[src/rtl/mem_arbiter_if.sv]
// rtl/mem_arbiter_if.sv - fetch, load/store and memory bus signals of the arbiter
interface mem_arbiter_if #(
  parameter int ADDR_WIDTH = 32,
  parameter int DATA_WIDTH = 32
);
  // instruction-fetch requester
  logic                    imem_req;
  logic [ADDR_WIDTH-1:0]   imem_addr;
  logic                    imem_gnt;
  logic                    imem_rvalid;
  logic [DATA_WIDTH-1:0]   imem_rdata;
  logic                    imem_err;

  // load/store requester
  logic                    dmem_req;
  logic                    dmem_we;
  logic [DATA_WIDTH/8-1:0] dmem_be;
  logic [ADDR_WIDTH-1:0]   dmem_addr;
  logic [DATA_WIDTH-1:0]   dmem_wdata;
  logic                    dmem_gnt;
  logic                    dmem_rvalid;
  logic [DATA_WIDTH-1:0]   dmem_rdata;
  logic                    dmem_err;

  // shared single-port memory bus
  logic                    bus_req;
  logic                    bus_we;
  logic [DATA_WIDTH/8-1:0] bus_be;
  logic [ADDR_WIDTH-1:0]   bus_addr;
  logic [DATA_WIDTH-1:0]   bus_wdata;
  logic                    bus_ack;
  logic [DATA_WIDTH-1:0]   bus_rdata;

  // decoder stall
  logic                    stall;

  // arbiter view
  modport slave (
    input  imem_req, imem_addr,
    output imem_gnt, imem_rvalid, imem_rdata, imem_err,
    input  dmem_req, dmem_we, dmem_be, dmem_addr, dmem_wdata,
    output dmem_gnt, dmem_rvalid, dmem_rdata, dmem_err,
    output bus_req, bus_we, bus_be, bus_addr, bus_wdata,
    input  bus_ack, bus_rdata,
    output stall
  );

  // core requesters plus memory view
  modport master (
    output imem_req, imem_addr,
    input  imem_gnt, imem_rvalid, imem_rdata, imem_err,
    output dmem_req, dmem_we, dmem_be, dmem_addr, dmem_wdata,
    input  dmem_gnt, dmem_rvalid, dmem_rdata, dmem_err,
    input  bus_req, bus_we, bus_be, bus_addr, bus_wdata,
    output bus_ack, bus_rdata,
    input  stall
  );
endinterface

[src/rtl/mem_arbiter.sv]
// rtl/mem_arbiter.sv - fetch vs load/store arbiter for one single-port memory bus
module mem_arbiter #(
  parameter int unsigned TIMEOUT = 255
) (
  input  logic           clk,
  input  logic           resetn,
  mem_arbiter_if.slave   io
);

  typedef enum logic [1:0] {IDLE, BUSY_I, BUSY_D} state_t;

  // last watchdog count before an unacknowledged access is aborted
  localparam logic [7:0] WD_LAST = 8'(TIMEOUT - 1);

  state_t     state;
  logic [1:0] starve;
  logic [7:0] wdog;
  logic       pick_d;
  logic       pick_i;
  logic       finish;

  // data wins unless fetch has lost two grants in a row; grants only in IDLE and never during reset
  always_comb begin
    pick_d = 1'b0;
    pick_i = 1'b0;
    if (resetn && state == IDLE) begin
      pick_d = io.dmem_req && !(io.imem_req && starve == 2'd2);
      pick_i = io.imem_req && !pick_d;
    end
    finish = io.bus_ack || (wdog == WD_LAST);
  end

  assign io.imem_gnt = pick_i;
  assign io.dmem_gnt = pick_d;
  assign io.stall    = resetn && ((io.imem_req && !pick_i) ||
                                  (io.dmem_req && !pick_d) ||
                                  (state != IDLE));

  // arbiter FSM: latch the winner onto the bus, then wait for ack or watchdog expiry
  always_ff @(posedge clk or negedge resetn) begin
    if (!resetn) begin
      state          <= IDLE;
      starve         <= 2'd0;
      wdog           <= 8'd0;
      io.bus_req     <= 1'b0;
      io.bus_we      <= 1'b0;
      io.bus_be      <= '0;
      io.bus_addr    <= '0;
      io.bus_wdata   <= '0;
      io.imem_rvalid <= 1'b0;
      io.imem_rdata  <= '0;
      io.imem_err    <= 1'b0;
      io.dmem_rvalid <= 1'b0;
      io.dmem_rdata  <= '0;
      io.dmem_err    <= 1'b0;
    end else begin
      io.imem_rvalid <= 1'b0;
      io.dmem_rvalid <= 1'b0;
      io.imem_err    <= 1'b0;
      io.dmem_err    <= 1'b0;
      case (state)
        IDLE: begin
          if (pick_d) begin
            io.bus_req   <= 1'b1;
            io.bus_we    <= io.dmem_we;
            io.bus_be    <= io.dmem_be;
            io.bus_addr  <= io.dmem_addr;
            io.bus_wdata <= io.dmem_wdata;
            wdog         <= 8'd0;
            state        <= BUSY_D;
            if (io.imem_req) starve <= starve + 2'd1;
          end else if (pick_i) begin
            io.bus_req   <= 1'b1;
            io.bus_we    <= 1'b0;
            io.bus_be    <= '1;
            io.bus_addr  <= io.imem_addr;
            io.bus_wdata <= '0;
            wdog         <= 8'd0;
            starve       <= 2'd0;
            state        <= BUSY_I;
          end
        end
        BUSY_I, BUSY_D: begin
          if (finish) begin
            // an ack in the expiry cycle still counts as a normal completion
            io.bus_req <= 1'b0;
            state      <= IDLE;
            if (state == BUSY_I) begin
              io.imem_rvalid <= 1'b1;
              io.imem_err    <= !io.bus_ack;
              io.imem_rdata  <= (io.bus_ack && !io.bus_we) ? io.bus_rdata : '0;
            end else begin
              io.dmem_rvalid <= 1'b1;
              io.dmem_err    <= !io.bus_ack;
              io.dmem_rdata  <= (io.bus_ack && !io.bus_we) ? io.bus_rdata : '0;
            end
          end else begin
            wdog <= wdog + 8'd1;
          end
        end
        default: state <= IDLE;
      endcase
    end
  end

endmodule
[src/flat_wrapper.sv]
// flat-port wrapper written by rule: the top's interface ports become plain ports
module mem_arbiter_flat 
#(
  parameter int unsigned TIMEOUT = 255
)
  (clk, resetn, io_imem_req, io_imem_addr, io_imem_gnt, io_imem_rvalid, io_imem_rdata, io_imem_err, io_dmem_req, io_dmem_we, io_dmem_be, io_dmem_addr, io_dmem_wdata, io_dmem_gnt, io_dmem_rvalid, io_dmem_rdata, io_dmem_err, io_bus_req, io_bus_we, io_bus_be, io_bus_addr, io_bus_wdata, io_bus_ack, io_bus_rdata, io_stall);
  mem_arbiter_if io_i ();
  input  logic clk;
  input  logic resetn;
  input wire logic [$bits(io_i.imem_req)-1:0] io_imem_req;
  input wire logic [$bits(io_i.imem_addr)-1:0] io_imem_addr;
  output wire logic [$bits(io_i.imem_gnt)-1:0] io_imem_gnt;
  output wire logic [$bits(io_i.imem_rvalid)-1:0] io_imem_rvalid;
  output wire logic [$bits(io_i.imem_rdata)-1:0] io_imem_rdata;
  output wire logic [$bits(io_i.imem_err)-1:0] io_imem_err;
  input wire logic [$bits(io_i.dmem_req)-1:0] io_dmem_req;
  input wire logic [$bits(io_i.dmem_we)-1:0] io_dmem_we;
  input wire logic [$bits(io_i.dmem_be)-1:0] io_dmem_be;
  input wire logic [$bits(io_i.dmem_addr)-1:0] io_dmem_addr;
  input wire logic [$bits(io_i.dmem_wdata)-1:0] io_dmem_wdata;
  output wire logic [$bits(io_i.dmem_gnt)-1:0] io_dmem_gnt;
  output wire logic [$bits(io_i.dmem_rvalid)-1:0] io_dmem_rvalid;
  output wire logic [$bits(io_i.dmem_rdata)-1:0] io_dmem_rdata;
  output wire logic [$bits(io_i.dmem_err)-1:0] io_dmem_err;
  output wire logic [$bits(io_i.bus_req)-1:0] io_bus_req;
  output wire logic [$bits(io_i.bus_we)-1:0] io_bus_we;
  output wire logic [$bits(io_i.bus_be)-1:0] io_bus_be;
  output wire logic [$bits(io_i.bus_addr)-1:0] io_bus_addr;
  output wire logic [$bits(io_i.bus_wdata)-1:0] io_bus_wdata;
  input wire logic [$bits(io_i.bus_ack)-1:0] io_bus_ack;
  input wire logic [$bits(io_i.bus_rdata)-1:0] io_bus_rdata;
  output wire logic [$bits(io_i.stall)-1:0] io_stall;
  assign io_i.imem_req = io_imem_req;
  assign io_i.imem_addr = io_imem_addr;
  assign io_imem_gnt = io_i.imem_gnt;
  assign io_imem_rvalid = io_i.imem_rvalid;
  assign io_imem_rdata = io_i.imem_rdata;
  assign io_imem_err = io_i.imem_err;
  assign io_i.dmem_req = io_dmem_req;
  assign io_i.dmem_we = io_dmem_we;
  assign io_i.dmem_be = io_dmem_be;
  assign io_i.dmem_addr = io_dmem_addr;
  assign io_i.dmem_wdata = io_dmem_wdata;
  assign io_dmem_gnt = io_i.dmem_gnt;
  assign io_dmem_rvalid = io_i.dmem_rvalid;
  assign io_dmem_rdata = io_i.dmem_rdata;
  assign io_dmem_err = io_i.dmem_err;
  assign io_bus_req = io_i.bus_req;
  assign io_bus_we = io_i.bus_we;
  assign io_bus_be = io_i.bus_be;
  assign io_bus_addr = io_i.bus_addr;
  assign io_bus_wdata = io_i.bus_wdata;
  assign io_i.bus_ack = io_bus_ack;
  assign io_i.bus_rdata = io_bus_rdata;
  assign io_stall = io_i.stall;
  mem_arbiter #(.TIMEOUT(TIMEOUT)) u_core (.clk(clk), .resetn(resetn), .io(io_i));
endmodule
[config.mk]
export PLATFORM = sky130hd
export DESIGN_NAME = mem_arbiter_flat
export DESIGN_NICKNAME = d
export VERILOG_FILES = /design/src/rtl/mem_arbiter_if.sv /design/src/rtl/mem_arbiter.sv /design/src/flat_wrapper.sv
export SDC_FILE = /design/constraint.sdc
export NUM_CORES = 1
export LEC_CHECK = 0
export BUFFER_PORTS_ARGS = -buffer_cell sky130_fd_sc_hd__buf_2
export CORE_MARGIN = 2
export CORE_UTILIZATION = 48
export DETAILED_ROUTE_END_ITERATION = 8
export PLACE_DENSITY_LB_ADDON = 0.3
export SETUP_SLACK_MARGIN = 0.05
export SLEW_MARGIN = 20
export SYNTH_ARGS = -nofsm -noshare
export SYNTH_HDL_FRONTEND = slang
export SYNTH_SLANG_ARGS = --single-unit
[constraint.sdc]
create_clock -name clk -period 2.25 [get_ports clk]
set_input_delay 0.225 -clock clk [delete_from_list [all_inputs] [get_ports clk]]
set_output_delay 0.225 -clock clk [all_outputs]
set_load 0.005 [all_outputs]
# --- Word level (Yosys, flattened, before mapping) ---
# Index checks and enable logic that the tools add are counted.
totals:
  input_bits: 138
  register_bits: 150
  output_inout_bits: 141
  wordCells: 92
classes:
  n_reduce_logical: 29
  muxes: 38
  addsub: 2
  n_bitwise: 1
  eq_ne: 8
ops:
  columns: ["cell", "count"]
  rows:
  - ["32-bit two-way mux", 5]
  - ["8-bit two-way mux", 3]
  - ["1-bit two-way mux", 19]
  - ["8-bit case mux with 2 select lines", 1]
  - ["3-bit AND reduction", 5]
  - ["2-bit two-way mux", 6]
  - ["8-bit by 1-bit adder with 8-bit output, second input constant", 1]
  - ["8-bit == test, second input constant", 1]
  - ["1-bit logical AND", 8]
  - ["4-bit two-way mux", 2]
  - ["1-bit zero test", 6]
  - ["2-bit nonzero test", 3]
  - ["2-bit == test, second input constant", 2]
  - ["2-bit != test, second input constant", 2]
  - ["2-bit case mux with 2 select lines", 1]
  - ["2-bit AND reduction", 2]
  - ["1-bit logical OR", 3]
  - ["3-bit by 1-bit != test with 1-bit output, second input constant", 1]
  - ["2-bit by 1-bit adder with 2-bit output, second input constant", 1]
  - ["2-bit by 1-bit == test with 1-bit output, second input constant", 1]
  - ["2-bit zero test", 1]
  - ["2-bit by 1-bit != test with 1-bit output, second input constant", 1]
  - ["1-bit case mux with 2 select lines", 1]
  - ["2-bit OR reduction", 1]
  - ["1-bit inverter", 1]

# --- Logic depth before layout (Yosys ltp) ---
logic_depth:
  depth_word: 12
  mapped_depth: 8
  mapped_depth_nobuf: 7

# --- Least setup slack after synthesis ---
# OpenSTA, ideal clock, no wires.
synth_path:
  path_kind: "reg-to-reg"
  start: "register u_core.state[0]"
  end: "register u_core.io.bus_addr[10]"
  path_slack_ps: 531
  arrival_time_ps: 1591
  setup_time_ps: 127
  period_less_slack_ps: 1719
  required_time_ps: 2123
  stages_incl_launch_ff: 9
  path_cell_list: "dfrtp_1 inv_1 ha_1 buf_2 nand4_1 inv_2 clkbuf_1 a222oi_1 inv_1"
synth_between:
  elab_chain_cells: 5
synth_rtl:
  columns: ["element", "line_no", "rtl"]
  rows:
  - ["from (decl)", "mem_arbiter.sv:15", "state_t state;"]
  - ["from (signal assigned)", "mem_arbiter.sv:42", "state <= IDLE;"]
  - ["from (signal assigned)", "mem_arbiter.sv:70", "state <= BUSY_D;"]
  - ["from (signal assigned)", "mem_arbiter.sv:80", "state <= BUSY_I;"]
  - ["2-bit zero test (*)", "mem_arbiter.sv:26, mem_arbiter.sv:61", null]
  - ["1-bit logical AND", "mem_arbiter.sv:26", "if (resetn && state == IDLE) begin"]
  - ["1-bit two-way mux", "mem_arbiter.sv:26", null]
  - ["2-bit nonzero test (no source line)", null, null]
  - ["2-bit AND reduction (no source line)", null, null]
  - ["to (signal assigned)", "mem_arbiter.sv:67", "io.bus_addr <= io.dmem_addr;"]
  - ["to (signal assigned)", "mem_arbiter.sv:76", "io.bus_addr <= io.imem_addr;"]
  - ["to (decl)", "mem_arbiter_if.sv:43", "output bus_req, bus_we, bus_be, bus_addr, bus_wdata,"]
# Mark *: on every way between the ends. The rest lies on a longest branch, timed or not.
# A chain may end at the register's enable or synchronous reset.

# --- Final worst setup path ---
layout_path:
  start: "register u_core.state[1]"
  end: "output io_dmem_gnt"
layout_between:
  elab_chain_cells: 3
layout_rtl:
  columns: ["element", "line_no", "rtl"]
  rows:
  - ["2-bit zero test", "mem_arbiter.sv:26", null]
  - ["1-bit logical AND", "mem_arbiter.sv:26", null]
  - ["1-bit two-way mux", "mem_arbiter.sv:26", null]
  - ["to (decl)", "flat_wrapper.sv:21", "output wire logic [$bits(io_i.dmem_gnt)-1:0] io_dmem_gnt;"]
# No other way between the ends.

==> reports/summary.txt <==
status = completed
hold path start = io_imem_addr[31]
root buf cell = clkbuf_16
Setup WS post-layout = 178.0 ps
Max Transition Viols Final = 0
# setup viols final = 0
PD cells = 1329 nW/um2
drc violations = 0
Placer Congestion = 0.8537
Mapped Cells = 471
Net Count, Synth = 617
CTS tree = built
DIE HEIGHT = 119.9 um
global route overflow = 0
Worst setup startpoint = u_core.state[1]$_DFFE_PN0P_
share of cells above drive strength 1 = 51.70%
Int Power = 8.096 mW
WP data arrival = 1850 ps
worst-path maximum fanout = 34
Final Skew = 12.48 ps
met3 WL = 1562 um
Distinct cells, synth = 42
worst skew pair latency = 420 ps
crit end category = primary output
Peak Freq = 0.4826 GHz
Ports = 279
Reg power frac = 38.3%
Simple-Gate Fraction of Synth Area = 7.103%
IO buf count = 278
htree depth = 4
R2R cell count = 7
die area = 14370 um2
Sw Share = 30.65%
Synth Area in XOR/XNOR = 0%
yosys synthesis warning count = 0
ys async rst share = 100.0%
met2 wire length = 8519 um
TritonCTS buffer count = 17
Detailed Place HPWL = 12160 um
mux share of post-synthesis cell area = 14.67%
CP Launch Type = flop
first-pass GRT wire length = 27270 um
DRT Wirelength = 17310 um
DR top layer = met4
row count = 42
register area share after synthesis = 58.22%
largest net degree at the start of global routing = 66
sum of negative setup slack = 0 ps
Starting Density = 48.88%
WP data required = 2030 ps
Adder-Cell Fraction of Synth Area = 1.552%
Synth Flop Type = dfrtp_1
DR WL/cell = 18.35 um
main combinational cell family by area after synthesis = multiplexers
DR iter-0 viols = 472
vias in the first global route = 5156
Setup Crit Path Kind = reg2out
total core area = 13190 um2
VDD IR-drop max = 666.2 uV
wl on met1 = 6916 um
Mapped Area = 6447 um2
worst-case clock buffer depth = 2
Final min period = 2072 ps
Clock transition at path regs = 60 ps
Reg2Reg Launch Point = u_core.wdog[0]$_DFFE_PN0P_
Worst Hold Depth = 3
Pre-antenna DRT Iters = 7
Antenna Nets Post-Route = 0
NetSw = 3.578 mW
worst min path class = in2reg
GRT Total Usage = 24.58%
RSZ-0062 raised after global routing = false
Vias per Instance = 5.310
antenna violations before repair = 1
Logic pwr share = 35.2%
Compound-Gate Fraction of Synth Area = 13.27%
Num Clock Sinks = 150
LEAKAGE = 4.926 nW
Layout Area Growth over Synthesis = 36.29%
chip width = 119.9 um
period utilization = 92.09%
synthesized area per cell = 13.69 um2
Slew HR = 28.01%
hold violation total from the final report = 0
Slew @ Worst Pin = 1075 ps
synthesized flop and latch total = 150
Setup WS pre-CTS = 288.7 ps
vias post-DR = 5007
Post-synth EDFFs = 0
final net count = 899
max cap viols = 0
Clock Power Share = 26.5%
synth_stat cells, types with 2 or more instances:
cell / number / area share (%)
dfrtp_1: 150 / 58
mux2_4: 60 / 14
inv_1: 41 / 2.4
a22o_1: 35 / 4.8
a222oi_1: 32 / 5.0
and2_1: 32 / 3.1
nand2_1: 18 / 1.0
clkbuf_1: 13 / 0.76
buf_2: 9 / 0.70
nand3_1: 9 / 0.70
ha_1: 8 / 1.6
buf_6: 7 / 1.2
a21oi_1: 5 / 0.39
o211ai_1: 5 / 0.58
mux2_2: 4 / 0.70
o21ai_0: 4 / 0.31
o22a_1: 4 / 0.54
nor2_1: 3 / 0.17
nor2b_1: 3 / 0.29
or4_1: 3 / 0.35
nand2_4: 2 / 0.35
nand2b_1: 2 / 0.19
o311ai_0: 2 / 0.27
or3_1: 2 / 0.19
cell type report:
class                           count  area [um2]
Fill cell                         994        4403
Sequential cell                   150        3754
Multi-Input combinational cell    249        2387
Timing Repair Buffer              293        1605
Clock buffer                       22       494.2
Tap cell                          176       220.2
Clock inverter                     10       166.4
Inverter                           42       157.7
Antenna cell                        1       2.502
cell usage in the layout (no fill, tap or decap), types with 6 or more instances in the layout:
master     Yosys  layout
a222oi_1      32      32
a22o_1        35      35
and2_1        32      32
buf_2          9     277
buf_4          0       6
clkbuf_16      0      17
dfrtp_1      150     150
ha_1           8       7
inv_1         41      41
mux2_4        60      60
nand2_1       18      18
nand3_1        9       8
worst max-delay path, stage by stage (launching register included):
cell and delay (ps):
dfrtp_1 410, inv_1 140, ha_4 200, nand4_1 160
inv_2 150, buf_12 210, buf_2 150
flip-flops by register name, summed over array words and instances, names as in the netlist, 2 cells and up:
name,cells
u_core.io.bus_wdata,32
u_core.io.imem_rdata,32
u_core.starve,2
u_core.state,2
u_core.io.bus_addr,32
u_core.wdog,8
u_core.io.dmem_rdata,32
u_core.io.bus_be,4
final timing paths:
| kind | slack, ps | endpoint |
|---|---|---|
| setup / recovery | 180 | io_dmem_gnt |
| hold / removal | 20 | u_core.io.bus_addr[31]$_DFFE_PN0P_ |
| setup reg to reg | 290 | u_core.io.dmem_rdata[30]$_DFFE_PN0P_ |
| hold reg to reg | 490 | u_core.io.bus_be[2]$_DFFE_PN0P_ |
| max in group asynchronous | 650 | u_core.io.bus_wdata[5]$_DFFE_PN0P_ |
| min in group asynchronous | 220 | u_core.io.bus_wdata[19]$_DFFE_PN0P_ |
power by group through the flow:
stage | sequential, mW | combinational (mW) | clock, mW
global placement | 4.43 | 3.93 | 0
global route | 4.59 | 4.51 | 3.28
CTS | 4.46 | 4.14 | 3.16
detailed placement | 4.46 | 4.06 | 0
finish | 4.47 | 4.11 | 3.09
floorplan | 4.50 | 2.19 | 0
kinds of logic (layout without fill, tap and decap cells):
logic type                 count (synthesis)  in the layout
other                                      0              1
AOI/OAI and AO/OA                         97             97
adders and majority gates                  8              8
muxes                                     64             64
and+or+nand+nor                           80             80
buffers and inverters                     72            367
DFF                                      150            150
stage by stage:
step | hold WS, ps | total power, mW | utilization [%] | instances | cell area, um2
floorplan | -70.59 | 6.698 | - | 471 | 6447
global placement | 34.08 | 8.355 | 60.81 | 904 | 8021
detailed placement | 38.10 | 8.524 | 60.81 | 904 | 8021
CTS | 1.614 | 11.76 | 66.52 | 942 | 8775
global route | 12.55 | 12.38 | 66.62 | 943 | 8787
finish | 20.81 | 11.67 | 66.62 | 943 | 8787
per-layer routing:
layer,global-route usage (%),vias up
li1,-,2286
met1,30.58,2453
met2,39.89,244
met3,8.222,24
met4,9.338,0
met5,0,-
what timing repair did:
| item | in CTS | in global routing |
|---|---|---|
| pin swaps | 1 | 0 |
| hold buffers | 3 | 0 |
| endpoints found under the setup margin | 2 | 2 |
| buffers inserted | 2 | 0 |
| gates resized for setup | 3 | 1 |
| endpoints found under the hold margin | 33 | 0 |
| gates cloned | 1 | 0 |
(Power assumes the default switching activity.)
